===== src/rtl/nyq_phase_ctrl.sv =====
// nyq_phase_ctrl: start/stop, back-pressure-aware phase source for the NYQ
// sampler. Sweeps phase 2^PHASE_W-1 down to 0 on a valid/ready handshake,
// repeats for a latched number of bursts (0 = continuous), then pulses Done.
// Optional macro NYQ_PHASE_MASK_EN adds a per-phase enable mask latched on
// start; disabled phases are skipped at zero cycle cost.
module nyq_phase_ctrl #(
  parameter int BURST_W = 8,
  parameter int PHASE_W = 3
) (
  input  logic               Clk_CI,
  input  logic               Rst_RI,
  input  logic               Start_SI,
  input  logic               Abort_SI,
  input  logic [BURST_W-1:0] Burst_Len_DI,
`ifdef NYQ_PHASE_MASK_EN
  input  logic [2**PHASE_W-1:0] Phase_Mask_DI,
`endif
  output logic [PHASE_W-1:0] Phase_DO,
  output logic               Phase_Valid_SO,
  input  logic               Phase_Ready_SI,
  output logic               Sweep_Done_SO,
  output logic               Busy_SO,
  output logic               Done_SO
);

  localparam int NPH = 2**PHASE_W;

  typedef enum logic [1:0] {IDLE, RUN, DONE} state_e;

  state_e state_q, state_d;

  logic [PHASE_W-1:0] phase_q, phase_d;
  logic               valid_q, valid_d;
  logic               sweep_q, sweep_d;
  logic               busy_q, busy_d;
  logic               done_q, done_d;
  logic [BURST_W-1:0] cnt_q, cnt_d;
  logic [BURST_W-1:0] len_q, len_d;
  logic [BURST_W-1:0] cnt_inc;

  logic [NPH-1:0] mask_in;
  logic [NPH-1:0] mask_q;
`ifdef NYQ_PHASE_MASK_EN
  logic [NPH-1:0] mask_d;
  assign mask_in = Phase_Mask_DI;
`else
  // Without the mask every phase is enabled; the skip logic folds away.
  assign mask_in = '1;
  assign mask_q  = '1;
`endif

  // Highest set index of an enable vector (all-ones if none set).
  function automatic logic [PHASE_W-1:0] top_en(input logic [NPH-1:0] m);
    top_en = '1;
    for (int i = 0; i < NPH; i++)
      if (m[i]) top_en = PHASE_W'(i);
  endfunction

  // Enabled phases strictly below the current one; drives next-phase and
  // end-of-sweep detection.
  logic [NPH-1:0] below_m;
  genvar gi;
  generate
    for (gi = 0; gi < NPH; gi++) begin : g_below
      assign below_m[gi] = mask_q[gi] && (PHASE_W'(gi) < phase_q);
    end
  endgenerate

  logic               accept;
  logic               sweep_last;
  logic               final_sweep;
  logic               start_ok;
  logic [PHASE_W-1:0] next_ph;

  assign accept      = valid_q & Phase_Ready_SI;
  assign sweep_last  = ~|below_m;
  assign next_ph     = top_en(below_m);
  assign cnt_inc     = cnt_q + BURST_W'(1);
  assign final_sweep = (len_q != '0) && (cnt_inc == len_q);
  assign start_ok    = Start_SI & (|mask_in);

  // State register
  always_ff @(posedge Clk_CI) begin
    if (Rst_RI) state_q <= IDLE;
    else        state_q <= state_d;
  end

  // Next-state decode; abort wins over a simultaneous accept
  always_comb begin
    state_d = state_q;
    unique case (state_q)
      IDLE:    if (start_ok) state_d = RUN;
      RUN: begin
        if (Abort_SI)                                  state_d = IDLE;
        else if (accept && sweep_last && final_sweep)  state_d = DONE;
      end
      DONE:    state_d = IDLE;
      default: state_d = IDLE;
    endcase
  end

  // Next values of the registered outputs and sweep bookkeeping
  always_comb begin
    phase_d = phase_q;
    valid_d = valid_q;
    cnt_d   = cnt_q;
    len_d   = len_q;
`ifdef NYQ_PHASE_MASK_EN
    mask_d  = mask_q;
`endif
    sweep_d = 1'b0;
    busy_d  = (state_d == RUN) || (state_d == DONE);
    done_d  = (state_d == DONE);
    unique case (state_q)
      IDLE: begin
        if (start_ok) begin
          len_d   = Burst_Len_DI;
          cnt_d   = '0;
`ifdef NYQ_PHASE_MASK_EN
          mask_d  = mask_in;
`endif
          phase_d = top_en(mask_in);
          valid_d = 1'b1;
        end
      end
      RUN: begin
        if (Abort_SI) begin
          phase_d = '1;
          valid_d = 1'b0;
        end else if (accept) begin
          if (sweep_last) begin
            cnt_d   = cnt_inc;
            sweep_d = 1'b1;
            if (final_sweep) begin
              phase_d = '1;
              valid_d = 1'b0;
            end else begin
              // Back-to-back sweeps: restart with no bubble
              phase_d = top_en(mask_q);
            end
          end else begin
            phase_d = next_ph;
          end
        end
      end
      DONE: begin
        phase_d = '1;
        valid_d = 1'b0;
      end
      default: begin
        phase_d = '1;
        valid_d = 1'b0;
      end
    endcase
  end

  // Output and datapath registers
  always_ff @(posedge Clk_CI) begin
    if (Rst_RI) begin
      phase_q <= '1;
      valid_q <= 1'b0;
      sweep_q <= 1'b0;
      busy_q  <= 1'b0;
      done_q  <= 1'b0;
      cnt_q   <= '0;
      len_q   <= '0;
    end else begin
      phase_q <= phase_d;
      valid_q <= valid_d;
      sweep_q <= sweep_d;
      busy_q  <= busy_d;
      done_q  <= done_d;
      cnt_q   <= cnt_d;
      len_q   <= len_d;
    end
  end

`ifdef NYQ_PHASE_MASK_EN
  // Latched enable mask; reset to all-enabled so below_m is well defined
  always_ff @(posedge Clk_CI) begin
    if (Rst_RI) mask_q <= '1;
    else        mask_q <= mask_d;
  end
`endif

  assign Phase_DO       = phase_q;
  assign Phase_Valid_SO = valid_q;
  assign Sweep_Done_SO  = sweep_q;
  assign Busy_SO        = busy_q;
  assign Done_SO        = done_q;

endmodule


===== config.mk =====
export PLATFORM = sky130hd
export DESIGN_NAME = nyq_phase_ctrl
export DESIGN_NICKNAME = d
export VERILOG_FILES = /design/src/rtl/nyq_phase_ctrl.sv
export SDC_FILE = /design/constraint.sdc
export NUM_CORES = 1
export LEC_CHECK = 0
export CAP_MARGIN = 20
export CORE_ASPECT_RATIO = 1.1
export CORE_MARGIN = 8
export CORE_UTILIZATION = 38
export DETAILED_ROUTE_END_ITERATION = 8
export GPL_TIMING_DRIVEN = 0
export PLACE_DENSITY = 0.62
export SYNTH_ARGS = -nofsm -noshare
export SYNTH_HDL_FRONTEND = slang
export SYNTH_SLANG_ARGS = --single-unit

===== constraint.sdc =====
create_clock -name Clk_CI -period 6.22 [get_ports Clk_CI]
set_input_delay 1.244 -clock Clk_CI [delete_from_list [all_inputs] [get_ports Clk_CI]]
set_output_delay 1.244 -clock Clk_CI [all_outputs]
set_load 0.01 [all_outputs]

==> flow_summary.yaml, run 1 <==
routing:
  drc: 0
  route.detailed.wl_per_inst_um: 13.8
  vias: 1341
  totalWireLength_um: 3420
  firstDrtPassIters: 4
  avgViaCountPerCell: 5.43
  ant_nets: 0
  first_iter_violations: 71
cts:
  cts_made_buffers: 3
  cts_max_level: 1
  cts_resized: 0
  clockBufferDepth: 2
  cts.root.buffer_cell: "clkbuf_8"
  clock-sinks: 25
  clk_pin_slew_ns: 0.09
  cts_hold_buf: 0
  post_cts_buffers: 0
  cts_tree: "done"
  clk_latency_ns: 0.27
setup_path:
  cp_top_family: "simple AND/OR/NAND/NOR gates"
  critPathMaxFanout: 7
  rr_worst_depth: 9
  crit_path_start_kind: "input pin"
  r2r_slack_ns: 3.67
  cpMaxStageDelayCell: "clkdlybuf4s50_1"
  cp-end-kind: "flop"
  timing.rr.start: "cnt_q[0]"
  r2r_end: "Busy_SO"
  cp.required_ns: 6.36
  crit_buf_inv: 1
  path_cells: "clkdlybuf4s50_1, nand3b_1, nor3_2, and2_0, nor2_1, o21ai_0, a21oi_1"
  crit_start: "Phase_Ready_SI"
  critical_path_class: "input pin to flop"
  crit_arrival_ns: 3.13
  cpPeakStageDelay_ns: 0.51
yosys:
  synth.top_cell.area_share: 0.365
  synthArstFlopShare: 0
  synthCells: 174
  ys_seq_elements: 25
  yosysMostFrequentCell: "dfxtp_1"
  seq_area_frac_synth: 0.365
  syn-num-nets: 189
  synth_edf_count: 0
  synth_top_area_cell: "dfxtp_1"
  ys_warn_count: 0
  ys.flop_type: "dfxtp_1"
  syn_avg_cell_area_sq_um: 7.87
  synth_commonest_cells: "dfxtp_1 (25), nand2_1 (24), a21oi_1 (21), nor2_1 (19), o21ai_0 (10)"
  ys_types: 46
  synthesis.area_sq_um: 1370
  synth_area_leaders: "dfxtp_1 (37%), a21oi_1 (7.7%), nand2_1 (6.6%)"
worst_hold_path:
  whs_path_depth: 2
  hold_path_class: "flop to flop"
  hold-path-endpoint: "len_q[1]"
  min_from: "len_q[1]"
final_layout:
  nNetsFinal: 213
  drive_above_1_share: 0.0761
  fin_area_sq_um: 1670
  antenna_cells: 0
  syn_to_final_growth_pct: 21.7
timing:
  fin_hold_ws_ns: 0.486
  rsz0062_at_grt: "no"
  timing.fmax_mhz: 335
  hold_viol: 0
  timing.final.crit_share: 0.480
  slew_headroom: 0.639
  final.min_clock_period_ns: 2.99
  slew_viol_final: 0
  final-setup-viol-count: 0
  setup_tns_ns: 0
  tightest_slew_ns: 0.539
  finClkSkew_ns: 0.00170
floorplanning:
  die_x_um: 73.3
  core_area_sq_um: 3540
  row_count: 23
  io_pins: 20
  dieArea_sq_um: 5780
  initial_core_util: 0.387
  die_y_um: 79.0
grt:
  antenna_found_initial: 0
  grt_pass1_wl_um: 5800
  track_usage: 0.123
  grt_pass1_vias: 1280
  grt_max_degree: 14
  overflow: 0
place:
  post_dp_cell_area_sq_um: 1620
  place_congestion: 0.836
  io_buffers: 19
  dp_hpwl_um: 2540
pwr:
  power_density_nw_per_um2: 186
  ir_drop_v: 0.000146
  leakage_nw: 0.549
  total_power_uw: 310
run:
  cap_violations: 0
status:
  status: "completed"
## layout by cell type (no fill, tap or decap), types with 2 or more instances in the layout
cell type	n
nor2b_1	4
dfxtp_1	25
nor3b_1	2
ha_1	2
nor3_1	2
a311oi_1	2
clkbuf_8	3
a21oi_1	21
nand2b_1	6
nor3_2	2
nand3_1	3
clkbuf_1	4
nand4_1	3
nand2_1	24
buf_4	2
or3_1	5
a211oi_1	2
and2_1	2
xnor2_1	4
o21ai_0	10
inv_1	2
clkdlybuf4s50_1	19
nor4_1	2
nand3b_1	4
nor2_1	19
## power by group
group          internal [mW]  leakage [nW]  switching (mW)  total [mW]
clock network         0.0459        0.0228          0.0523      0.0982
registers              0.165         0.204         0.00554       0.170
logic                 0.0203         0.322          0.0213      0.0416
total                  0.231         0.549          0.0792       0.310
## registers in the layout, summed over array words and instances, names as in the netlist
register and count:
Phase_DO 3, Busy_SO 1, len_q 8, Sweep_Done_SO 1, Phase_Valid_SO 1, Done_SO 1, cnt_q 8, state_q 2
## how the worst max path moves through the flow
stage                        endpoint  cells past startpoint
after floorplan           Phase_DO[2]                      4
after CTS                    cnt_q[6]                      7
after global placement       cnt_q[3]                      7
after detailed placement     cnt_q[6]                      7
after global routing         cnt_q[2]                      7
final                        cnt_q[4]                      7
## worst reg2reg max path, stage by stage (launching register included)
cell     delay, ns
dfxtp_1       0.47
ha_1          0.30
nand3_1       0.16
nor2_1        0.24
xor2_1        0.20
mux2i_1       0.37
nand4_1       0.18
a21oi_1       0.21
ha_1          0.25
nor2_1        0.09
## layer usage
metal / share of wire / GRT usage
met1: 0.44 / 0.143
met2: 0.50 / 0.217
met3: 0.049 / 0.0264
met4: 0.0099 / 0.0421
met5: 0 / 0
## cells by family (layout without fill, tap and decap cells)
| logic type | after synthesis | in the layout | synth area share |
|---|---|---|---|
| and+or+nand+nor | 86 | 86 | 0.332 |
| buffers and inverters | 8 | 31 | 0.0329 |
| xor gates and xnor gates | 5 | 5 | 0.0320 |
| muxes | 1 | 1 | 0.00731 |
| AOI/OAI and AO/OA | 47 | 47 | 0.213 |
| DFF | 25 | 25 | 0.365 |
| adders and majority gates | 2 | 2 | 0.0183 |
## metrics by stage
| step | utilization | cells | worst slack [ns] |
|---|---|---|---|
| after floorplan | - | 174 | 3.82 |
| after global placement | 0.458 | 243 | 3.08 |
| after detailed placement | 0.458 | 243 | 3.02 |
| after CTS | 0.471 | 247 | 3.27 |
| after global routing | 0.471 | 247 | 3.11 |
| final | 0.471 | 247 | 3.23 |
## cell type report
| cell class | instances | area, sq um |
|---|---|---|
| plain buffers | 6 | 37.5 |
| fillers | 354 | 1870 |
| multi-input cells | 141 | 825 |
| well taps | 50 | 62.6 |
| inverters | 2 | 7.51 |
| repair buffers | 19 | 190 |
| clock buffers | 4 | 45.0 |
| flip-flops and latches | 25 | 500 |
(Power assumes the default switching activity.)
==> run 2, diff against run 1 <==
clock period = 2.8 ns   (was 6.22 ns; I/O delays follow)
==> results of run 2 <==
Same layout as run 1 (identical final DEF). Status: completed.
Main changes from that run: setup slack after placement 3.02 ns -> 0.285 ns; setup slack after layout 3.23 ns -> 0.255 ns; start point of the critical path Phase_Ready_SI -> cnt_q[0]; end point of the critical path cnt_q[4] -> Busy_SO; register-to-register setup slack 3.67 ns -> 0.25 ns; total power 0.310 mW -> 0.689 mW; worst IR drop on VDD 0.000146 V -> 0.000323 V
==> run 3, diff against run 2 <==
SKIP_LAST_GASP = 1   (was not set)
==> results of run 3 <==
Same layout as run 1 (identical final DEF). Status: completed.
Main changes from that run: setup slack after placement 3.02 ns -> 0.285 ns; setup slack after layout 3.23 ns -> 0.255 ns; start point of the critical path Phase_Ready_SI -> cnt_q[0]; end point of the critical path cnt_q[4] -> Busy_SO; register-to-register setup slack 3.67 ns -> 0.25 ns; total power 0.310 mW -> 0.689 mW; worst IR drop on VDD 0.000146 V -> 0.000323 V
